`src/rtl/pipe_pkg.sv`:
```
// ----------------------------------------------------------------------------
// pipe_pkg : control-word layout shared by the decoder, ID/EX and EX/MEM stages
// Revision : 1.0
// ----------------------------------------------------------------------------
`default_nettype none

package pipe_pkg;

  localparam int CTRL_W = 10;

  // Bit positions inside {RegWrite, MemtoReg, MemRead, MemWrite, Branch,
  // ALUSrc, RegDst, ALUOp[2:0]}
  localparam int CTRL_REGWRITE  = 9;
  localparam int CTRL_MEMTOREG  = 8;
  localparam int CTRL_MEMREAD   = 7;
  localparam int CTRL_MEMWRITE  = 6;
  localparam int CTRL_BRANCH    = 5;
  localparam int CTRL_ALUSRC    = 4;
  localparam int CTRL_REGDST    = 3;
  localparam int CTRL_ALUOP_MSB = 2;
  localparam int CTRL_ALUOP_LSB = 0;

  localparam int REG_W = 5;

  localparam logic [CTRL_W-1:0] BUBBLE_CTRL = '0;

  // A producer can only be the source of a dependency when it writes a real
  // register; r0 is hard-wired to zero and never forwarded.
  function automatic logic reg_dep(input logic [REG_W-1:0] dst,
                                   input logic [REG_W-1:0] src);
    return (dst != '0) && (dst == src);
  endfunction

endpackage : pipe_pkg

`default_nettype wire

```
`src/rtl/load_use_detect.sv`:
```
// ----------------------------------------------------------------------------
// load_use_detect : flags an ID instruction that reads the destination of the
//                   load currently in EX
// Revision        : 1.0
// ----------------------------------------------------------------------------
`default_nettype none

module load_use_detect
  import pipe_pkg::*;
(
  input  logic             ex_mem_read_i,
  input  logic [REG_W-1:0] ex_rt_i,
  input  logic [REG_W-1:0] id_rs_i,
  input  logic [REG_W-1:0] id_rt_i,
  input  logic             id_uses_rt_i,
  output logic             hazard_o
);

  logic rs_dep;
  logic rt_dep;

  always_comb begin
    rs_dep   = reg_dep(ex_rt_i, id_rs_i);
    rt_dep   = id_uses_rt_i && reg_dep(ex_rt_i, id_rt_i);
    hazard_o = ex_mem_read_i && (rs_dep || rt_dep);
  end

endmodule : load_use_detect

`default_nettype wire

```
`src/rtl/id_ex_hazard_stage.sv`:
```
// ----------------------------------------------------------------------------
// id_ex_hazard_stage : ID/EX pipeline register with load-use stall and
//                      branch-flush bubble insertion
// Revision           : 1.0
// ----------------------------------------------------------------------------
`default_nettype none

module id_ex_hazard_stage
  import pipe_pkg::*;
#(
  parameter int DW    = 32,
  parameter int CNT_W = 16
) (
  input  logic              clk_i,
  input  logic              rst_i,
  input  logic              flush_i,
  input  logic [REG_W-1:0]  if_id_Rs_i,
  input  logic [REG_W-1:0]  if_id_Rt_i,
  input  logic [REG_W-1:0]  if_id_Rd_i,
  input  logic              if_id_uses_rt_i,
  input  logic [DW-1:0]     rs_data_i,
  input  logic [DW-1:0]     rt_data_i,
  input  logic [DW-1:0]     imm_i,
  input  logic [CTRL_W-1:0] ctrl_i,
  output logic [REG_W-1:0]  id_ex_RegRs_o,
  output logic [REG_W-1:0]  id_ex_RegRt_o,
  output logic [REG_W-1:0]  id_ex_RegRd_o,
  output logic [DW-1:0]     id_ex_rs_data_o,
  output logic [DW-1:0]     id_ex_rt_data_o,
  output logic [DW-1:0]     id_ex_imm_o,
  output logic [CTRL_W-1:0] id_ex_ctrl_o,
  output logic              pc_write_o,
  output logic              if_id_write_o,
  output logic [CNT_W-1:0]  stall_cnt_o
);

  localparam logic [CNT_W-1:0] CNT_MAX = {CNT_W{1'b1}};

  logic [REG_W-1:0]  rs_q,      rs_d;
  logic [REG_W-1:0]  rt_q,      rt_d;
  logic [REG_W-1:0]  rd_q,      rd_d;
  logic [DW-1:0]     rs_data_q, rs_data_d;
  logic [DW-1:0]     rt_data_q, rt_data_d;
  logic [DW-1:0]     imm_q,     imm_d;
  logic [CTRL_W-1:0] ctrl_q,    ctrl_d;
  logic [CNT_W-1:0]  stall_cnt_q, stall_cnt_d;

  logic hazard;
  logic stall;
  logic bubble;

  load_use_detect u_load_use_detect (
    .ex_mem_read_i (ctrl_q[CTRL_MEMREAD]),
    .ex_rt_i       (rt_q),
    .id_rs_i       (if_id_Rs_i),
    .id_rt_i       (if_id_Rt_i),
    .id_uses_rt_i  (if_id_uses_rt_i),
    .hazard_o      (hazard)
  );

  // A taken branch squashes the ID instruction anyway, so the PC must move to
  // the target rather than freeze for a stall.
  always_comb begin
    stall  = hazard && !flush_i;
    bubble = rst_i || flush_i || hazard;
  end

  always_comb begin
    rs_d      = if_id_Rs_i;
    rt_d      = if_id_Rt_i;
    rd_d      = if_id_Rd_i;
    rs_data_d = rs_data_i;
    rt_data_d = rt_data_i;
    imm_d     = imm_i;
    ctrl_d    = ctrl_i;
    if (bubble) begin
      rs_d      = '0;
      rt_d      = '0;
      rd_d      = '0;
      rs_data_d = '0;
      rt_data_d = '0;
      imm_d     = '0;
      ctrl_d    = BUBBLE_CTRL;
    end
  end

  always_comb begin
    stall_cnt_d = stall_cnt_q;
    if (rst_i) begin
      stall_cnt_d = '0;
    end else if (stall && (stall_cnt_q != CNT_MAX)) begin
      stall_cnt_d = stall_cnt_q + CNT_W'(1);
    end
  end

  always_ff @(posedge clk_i) begin
    if (rst_i) begin
      rs_q        <= '0;
      rt_q        <= '0;
      rd_q        <= '0;
      rs_data_q   <= '0;
      rt_data_q   <= '0;
      imm_q       <= '0;
      ctrl_q      <= BUBBLE_CTRL;
      stall_cnt_q <= '0;
    end else begin
      rs_q        <= rs_d;
      rt_q        <= rt_d;
      rd_q        <= rd_d;
      rs_data_q   <= rs_data_d;
      rt_data_q   <= rt_data_d;
      imm_q       <= imm_d;
      ctrl_q      <= ctrl_d;
      stall_cnt_q <= stall_cnt_d;
    end
  end

  always_comb begin
    id_ex_RegRs_o   = rs_q;
    id_ex_RegRt_o   = rt_q;
    id_ex_RegRd_o   = rd_q;
    id_ex_rs_data_o = rs_data_q;
    id_ex_rt_data_o = rt_data_q;
    id_ex_imm_o     = imm_q;
    id_ex_ctrl_o    = ctrl_q;
    pc_write_o      = !stall;
    if_id_write_o   = !stall;
    stall_cnt_o     = stall_cnt_q;
  end

endmodule : id_ex_hazard_stage

`default_nettype wire

```
`config.mk`:
```
export PLATFORM = sky130hd
export DESIGN_NAME = id_ex_hazard_stage
export DESIGN_NICKNAME = d
export VERILOG_FILES = /design/src/rtl/pipe_pkg.sv /design/src/rtl/load_use_detect.sv /design/src/rtl/id_ex_hazard_stage.sv
export SDC_FILE = /design/constraint.sdc
export NUM_CORES = 1
export LEC_CHECK = 0
export BUFFER_PORTS_ARGS = -buffer_cell sky130_fd_sc_hd__buf_2
export CAP_MARGIN = 40
export CORE_AREA = 2 2 101 103
export DETAILED_ROUTE_END_ITERATION = 6
export DIE_AREA = 0 0 103 105
export PLACE_DENSITY = 0.93
export SKIP_CTS_REPAIR_TIMING = 1
export SLEW_MARGIN = 20
export SYNTH_ARGS = -nofsm -noshare
export SYNTH_HDL_FRONTEND = slang
export SYNTH_SLANG_ARGS = --single-unit
```
`constraint.sdc`:
```
create_clock -name clk_i -period 5.13 [get_ports clk_i]
set_clock_uncertainty 0.2 [all_clocks]
set_input_delay 0.2565 -clock clk_i [delete_from_list [all_inputs] [get_ports clk_i]]
set_output_delay 0.2565 -clock clk_i [all_outputs]
set_load 0.05 [all_outputs]
```
==> results.sh, run 1 <==
export IMPL_slowest_stage="buf_4"
export IMPL_ff2ff_setup_slack_ps=2140
export IMPL_rsz0062_at_grt="false"
export IMPL_wl_met2_um=9000
export IMPL_antenna_left=0
export IMPL_power_density_nw_per_um2=358
export IMPL_slew_viol_final=0
export IMPL_ys_warnings_count=0
export IMPL_cts_buffers_inserted=17
export IMPL_critPathMaxFanout=108
export IMPL_ys_types=37
export IMPL_wirelength_um=16800
export IMPL_insertion_delay_ps=490
export IMPL_final_layout_size_suffix_gt1_frac=0.384
export IMPL_synth_edff_count=0
export IMPL_syn_area_um2=4380
export IMPL_ios=264
export IMPL_max_stage_delay_ps=700
export IMPL_vias=4547
export IMPL_post_route_period_util=0.582
export IMPL_cp_start_kind="flip-flop"
export IMPL_coreArea_um2=9640
export IMPL_grt_overflow_total=0
export IMPL_wl_met3_um=1320
export IMPL_die_x_um=103
export IMPL_p_leak_nw=3.61
export IMPL_routed_top_layer="met4"
export IMPL_seqPwrFrac=0.415
export IMPL_max_freq_ghz=0.335
export IMPL_gp_congestion=0.870
export IMPL_cts_tree="done"
export IMPL_grt_antenna_before_repair=4
export IMPL_nNetsFinal=901
export IMPL_min_from="flush_i"
export IMPL_combPwrFrac=0.136
export IMPL_grt_first_pass_wirelength_um=17200
export IMPL_dp_hpwl_um=8730
export IMPL_drt_vias_per_instance=4.92
export IMPL_finalHoldViolCount=0
export IMPL_routedWlPerCell_um=18.2
export IMPL_grt_total_usage=0.206
export IMPL_tightest_slew_ps=796
export IMPL_drv_cap=0
export IMPL_first_pass_iters=4
export IMPL_cp_arrival_ps=3210
export IMPL_ys_flop_type="dfxtp_1"
export IMPL_layout_area_overhead_vs_synth_pct=71.8
export IMPL_fin_ws_ps=2140
export IMPL_clkPwrFrac=0.449
export IMPL_clock_path_buffers=2
export IMPL_final_cell_area_um2=7520
export IMPL_r2r_end="id_ex_rs_data_o[12]"
export IMPL_p_sw_frac=0.258
export IMPL_fin_crit_ps=2990
export IMPL_drc=0
export IMPL_hp_class="in2reg"
export IMPL_grt_pass1_vias=3601
export IMPL_reg2regPathDepth=5
export IMPL_root_buffer="clkbuf_8"
export IMPL_peakVddDrop_mv=0.206
export IMPL_die_y_um=105
export IMPL_initial_core_util=0.454
export IMPL_syn_mean_instance_area_um2=11.2
export IMPL_grt_start_max_net_pins=109
export IMPL_whs_endpoint="id_ex_rs_data_o[22]"
export IMPL_fill_cells=604
export IMPL_internal_power_mw=2.00
export IMPL_place_ws_ps=2240
export IMPL_setup_viol_count_final=0
export IMPL_synth_top_cell_by_area="dfxtp_1"
export IMPL_portBuffers=263
export IMPL_path_cells="or4_1, o21a_2, a211oi_4, buf_4, and2_1"
export IMPL_maxSlewHeadroom=0.470
export IMPL_finalSetupTns_ps=0
export IMPL_placed_area_um2=5710
export IMPL_cts_sinks=137
export IMPL_row_count=36
export IMPL_path_class="reg2reg"
export IMPL_wl_met1_um=5580
export IMPL_status="completed"
export IMPL_synth_area_top_cells="dfxtp_1, and2_1, buf_6"
export IMPL_power_switching_mw=0.695
export IMPL_yosysSeqAreaShare=0.627
export IMPL_drt_iter0_drc=212
export IMPL_rr_startpoint="id_ex_RegRt_o[1]"
export IMPL_syn_inst=390
export IMPL_cp_required_ps=5360
export IMPL_die_area_um2=10800
export IMPL_crit_path_end_kind="flip-flop"
export IMPL_clk_pin_slew_ps=60
export IMPL_synth_top_cell_area_share=0.627
export IMPL_ctsHtreeMaxLevel=4
export IMPL_hold_slack_ps=24.0
export IMPL_synthArstFlopShare=0
export IMPL_ys_ff_latch=137
export IMPL_worstHoldPathCells=3
export IMPL_synth_nets=516
-- area by class of cell --
class | instances | area [um2] | share of cell area
multi-input combinational | 230 | 1460 | 0.195
clock inverter | 11 | 146 | 0.0195
inverter | 3 | 11.3 | 0.00150
antenna | 4 | 10.0 | 0.00133
tap | 133 | 166 | 0.0221
clock buffer | 20 | 435 | 0.0579
sequential | 137 | 2740 | 0.365
timing repair buffer | 386 | 2540 | 0.338
-- worst max path at each step --
stage | cells after the start | from | end | slack (ps)
after CTS | 5 | id_ex_RegRt_o[1] | id_ex_rt_data_o[14] | 2200
after global routing | 5 | id_ex_RegRt_o[1] | id_ex_rs_data_o[14] | 1920
final | 5 | id_ex_RegRt_o[1] | id_ex_rs_data_o[12] | 2140
after floorplan | 7 | id_ex_RegRt_o[0] | pc_write_o | 2470
after global placement | 5 | id_ex_RegRt_o[1] | id_ex_rs_data_o[20] | 2330
after detailed placement | 5 | id_ex_RegRt_o[1] | id_ex_imm_o[8] | 2240
-- critical path, delay by kind of cell, from the launching register on --
kind,cells,cell delay (ps)
AND/OR/NAND/NOR,2,820
AO/OA/AOI/OAI,2,800
buffers and inverters,1,700
flip-flops,1,350
-- metal layers --
metal	vias up	track usage
li1	2052	-
met1	2120	0.200
met2	294	0.383
met3	81	0.0742
met4	0	0.0846
met5	-	0
-- cell usage in the layout, fill, tap and decap left out, drive strengths merged, types with 2 or more instances in the layout --
cell type / n
and2: 122
xnor2: 10
bufinv: 3
clkinv: 5
nor2: 10
o21ai: 6
nand4: 8
a21oi: 10
mux2: 4
or4: 6
a211oi: 3
and4: 2
inv: 4
nor3: 5
clkinvlp: 2
nand3: 8
nor4: 2
o31ai: 5
dfxtp: 137
dlygate4sd3: 122
nor2b: 3
diode: 4
nand2: 9
buf: 264
clkbuf: 20
or3: 5
-- synthesized netlist by cell type (4+ instances only) --
master,count
a21oi_1,10
and2_1,122
buf_6,10
clkbuf_1,7
dfxtp_1,137
mux2_2,4
nand2_1,9
nand3_1,8
nand4_1,8
nor2_1,10
nor3_1,5
o21ai_0,5
o31ai_1,5
or3_1,5
or4_1,6
xnor2_1,10
-- kinds of logic after synthesis --
family                   share of synthesized area
XOR/XNOR                                    0.0200
multiplexers                                0.0103
AND/OR/NAND/NOR                              0.255
flip-flops                                   0.627
adder cells (fa/ha/maj)                    0.00286
buffers and inverters                       0.0389
AO/OA/AOI/OAI                               0.0463
-- registers in the layout, summed over array words and instances, names as in the netlist --
signal / count
id_ex_ctrl_o: 10
stall_cnt_o: 16
id_ex_RegRs_o: 5
id_ex_rt_data_o: 32
id_ex_RegRd_o: 5
id_ex_rs_data_o: 32
id_ex_RegRt_o: 5
id_ex_imm_o: 32
-- per-stage QoR --
stage	util	instances	power [mW]
final	0.780	924	2.69
after global routing	0.780	924	2.77
after CTS	0.653	798	2.60
after detailed placement	0.592	767	1.42
after global placement	0.592	767	1.41
after floorplan	-	390	1.33
-- power by group through the flow --
stage	Clock, mW	Combinational [mW]	Sequential (mW)
after detailed placement	0	0.279	1.14
after global placement	0	0.273	1.14
after CTS	1.21	0.280	1.11
after global routing	1.27	0.384	1.12
after floorplan	0	0.0567	1.27
final	1.21	0.368	1.12
Note: power is estimated with default switching activity, not from simulation.
==> run 2: changes to the inputs <==
- CORE_AREA: 2 2 101 103 -> not set
- CORE_MARGIN: not set -> 1
- CORE_UTILIZATION: not set -> 43
- DIE_AREA: 0 0 103 105 -> not set
- PLACE_DENSITY: 0.93 -> 0.9
- clock period: 5.13 -> 2.82 ns (I/O delays scaled with it)
==> run 2 against run 1 <==
Sequential cell count is the same. Clock power up 81%. Highest routed layer unchanged. Final cell count increased by 0.32%.
==> results.sh, run 2 (synthesis results as in run 1) <==
export IMPL_cts_sinks=137
export IMPL_drt_iter0_drc=122
export IMPL_drc=0
export IMPL_grt_total_usage=0.206
export IMPL_ios=264
export IMPL_portBuffers=263
export IMPL_cts_buffers_inserted=17
export IMPL_crit_buf_inv=1
export IMPL_min_from="if_id_uses_rt_i"
export IMPL_ff2ff_setup_slack_ps=260
export IMPL_wirelength_um=17000
export IMPL_whs_endpoint="stall_cnt_o[11]"
export IMPL_row_count=36
export IMPL_layout_common_cells="buf_2, dfxtp_1, dlygate4sd3_1"
export IMPL_max_freq_ghz=0.390
export IMPL_coreArea_um2=9820
export IMPL_finalSetupTns_ps=0
export IMPL_placed_area_um2=5740
export IMPL_nNetsFinal=904
export IMPL_fin_crit_ps=2560
export IMPL_layout_commonest_cell="buf_2"
export IMPL_vias=4521
export IMPL_final_layout_size_suffix_gt1_frac=0.388
export IMPL_root_buffer="clkbuf_8"
export IMPL_insertion_delay_ps=500
export IMPL_crit_path_end_kind="flip-flop"
export IMPL_r2r_end="id_ex_ctrl_o[2]"
export IMPL_dp_hpwl_um=8420
export IMPL_path_class="reg2reg"
export IMPL_setup_viol_count_final=0
export IMPL_grt_antenna_before_repair=3
export IMPL_cp_start_kind="flip-flop"
export IMPL_layout_area_overhead_vs_synth_pct=72.8
export IMPL_slew_viol_final=0
export IMPL_clk_pin_slew_ps=60
export IMPL_die_y_um=103
export IMPL_cp_arrival_ps=2780
export IMPL_hp_class="in2reg"
export IMPL_ctsHtreeMaxLevel=4
export IMPL_p_leak_nw=3.63
export IMPL_die_x_um=103
export IMPL_grt_first_pass_wirelength_um=16000
export IMPL_status="completed"
export IMPL_critPathMaxFanout=62
export IMPL_max_stage_delay_ps=580
export IMPL_power_density_nw_per_um2=649
export IMPL_cp_required_ps=3040
export IMPL_die_area_um2=10600
export IMPL_routedWlPerCell_um=18.3
export IMPL_cts_tree="done"
export IMPL_grt_pass1_vias=3283
export IMPL_antenna_left=0
export IMPL_path_cells="or4_1, o21a_2, a211oi_4, buf_4, and2_1"
export IMPL_drt_vias_per_instance=4.88
export IMPL_tightest_slew_ps=450
export IMPL_final_cell_area_um2=7560
export IMPL_grt_start_max_net_pins=63
export IMPL_gp_congestion=0.893
export IMPL_drv_cap=0
export IMPL_fin_cells=927
export IMPL_post_route_period_util=0.909
export IMPL_initial_core_util=0.446
export IMPL_finalHoldViolCount=0
export IMPL_crit_family="simple AND/OR/NAND/NOR gates"
export IMPL_grt_overflow_total=0
export IMPL_clock_path_buffers=2
export IMPL_peakVddDrop_mv=0.351
export IMPL_reg2regPathDepth=5
export IMPL_first_pass_iters=6
export IMPL_maxSlewHeadroom=0.700
export IMPL_rsz0062_at_grt="false"
export IMPL_rr_startpoint="id_ex_RegRt_o[1]"
export IMPL_worstHoldPathCells=5
export IMPL_placed_cells=769
export IMPL_slowest_stage="or4_1"
[run 2: cell types whose count changed in the layout (fill, tap and decap cells not counted), sizes merged]
cell	previous run	this run
buf	264	266
clkinv	5	4
diode	4	3
dlygate4sd3	122	123
clkinvlp	2	3
bufinv	3	2
clkbuf	20	22
[run 2: layer usage]
metal / share of wire / routed length, um / vias to the layer above / GRT usage
li1: - / - / 2058 / -
met1: 0.36 / 6100 / 2123 / 0.225
met2: 0.51 / 8750 / 271 / 0.361
met3: 0.079 / 1340 / 69 / 0.0800
met4: 0.047 / 803 / 0 / 0.0791
met5: 0 / 0 / - / 0
[run 2: worst max-delay path by stage]
stage / startpoint / end / slack [ps] / cells past startpoint
after floorplan: id_ex_RegRt_o[0] / pc_write_o / 270 / 7
after global placement: id_ex_RegRt_o[1] / id_ex_rt_data_o[14] / 480 / 5
after detailed placement: id_ex_RegRt_o[1] / id_ex_ctrl_o[2] / 390 / 5
after CTS: id_ex_RegRt_o[0] / pc_write_o / 80 / 6
after global routing: id_ex_RegRt_o[1] / id_ex_rt_data_o[15] / 120 / 5
final: id_ex_RegRt_o[1] / id_ex_ctrl_o[2] / 260 / 5
[run 2: report_power, final]
| part | internal, mW | switching [mW] | total [mW] | leakage, nW |
|---|---|---|---|---|
| Sequential | 2.01 | 0.0292 | 2.04 | 1.12 |
| Clock | 1.35 | 0.838 | 2.19 | 0.283 |
| Combinational | 0.268 | 0.411 | 0.679 | 2.22 |
[run 2: stage by stage]
step | util | setup WS [ps] | power, mW | hold WS [ps]
after floorplan | - | 274 | 2.42 | 62.7
after global placement | 0.584 | 480 | 2.57 | 140
after detailed placement | 0.584 | 393 | 2.58 | 143
after CTS | 0.644 | 82.1 | 4.73 | -398
after global routing | 0.769 | 116 | 5.06 | 32.2
final | 0.770 | 257 | 4.91 | 3.95
[run 2: cell type report]
cell class | instances | area (um2)
multi-input cells | 230 | 1470
flip-flops and latches | 137 | 2740
inverters | 3 | 11.3
well taps | 133 | 166
repair buffers | 389 | 2580
diodes | 3 | 7.51
clock buffers | 22 | 473
fillers | 604 | 2260
clock inverters | 10 | 115
[run 2: worst min-delay path, cell delays in order]
cell      delay (ps)
buf_2             90
nand2_1           70
o22ai_1          150
nand4_1          110
a211oi_1          70
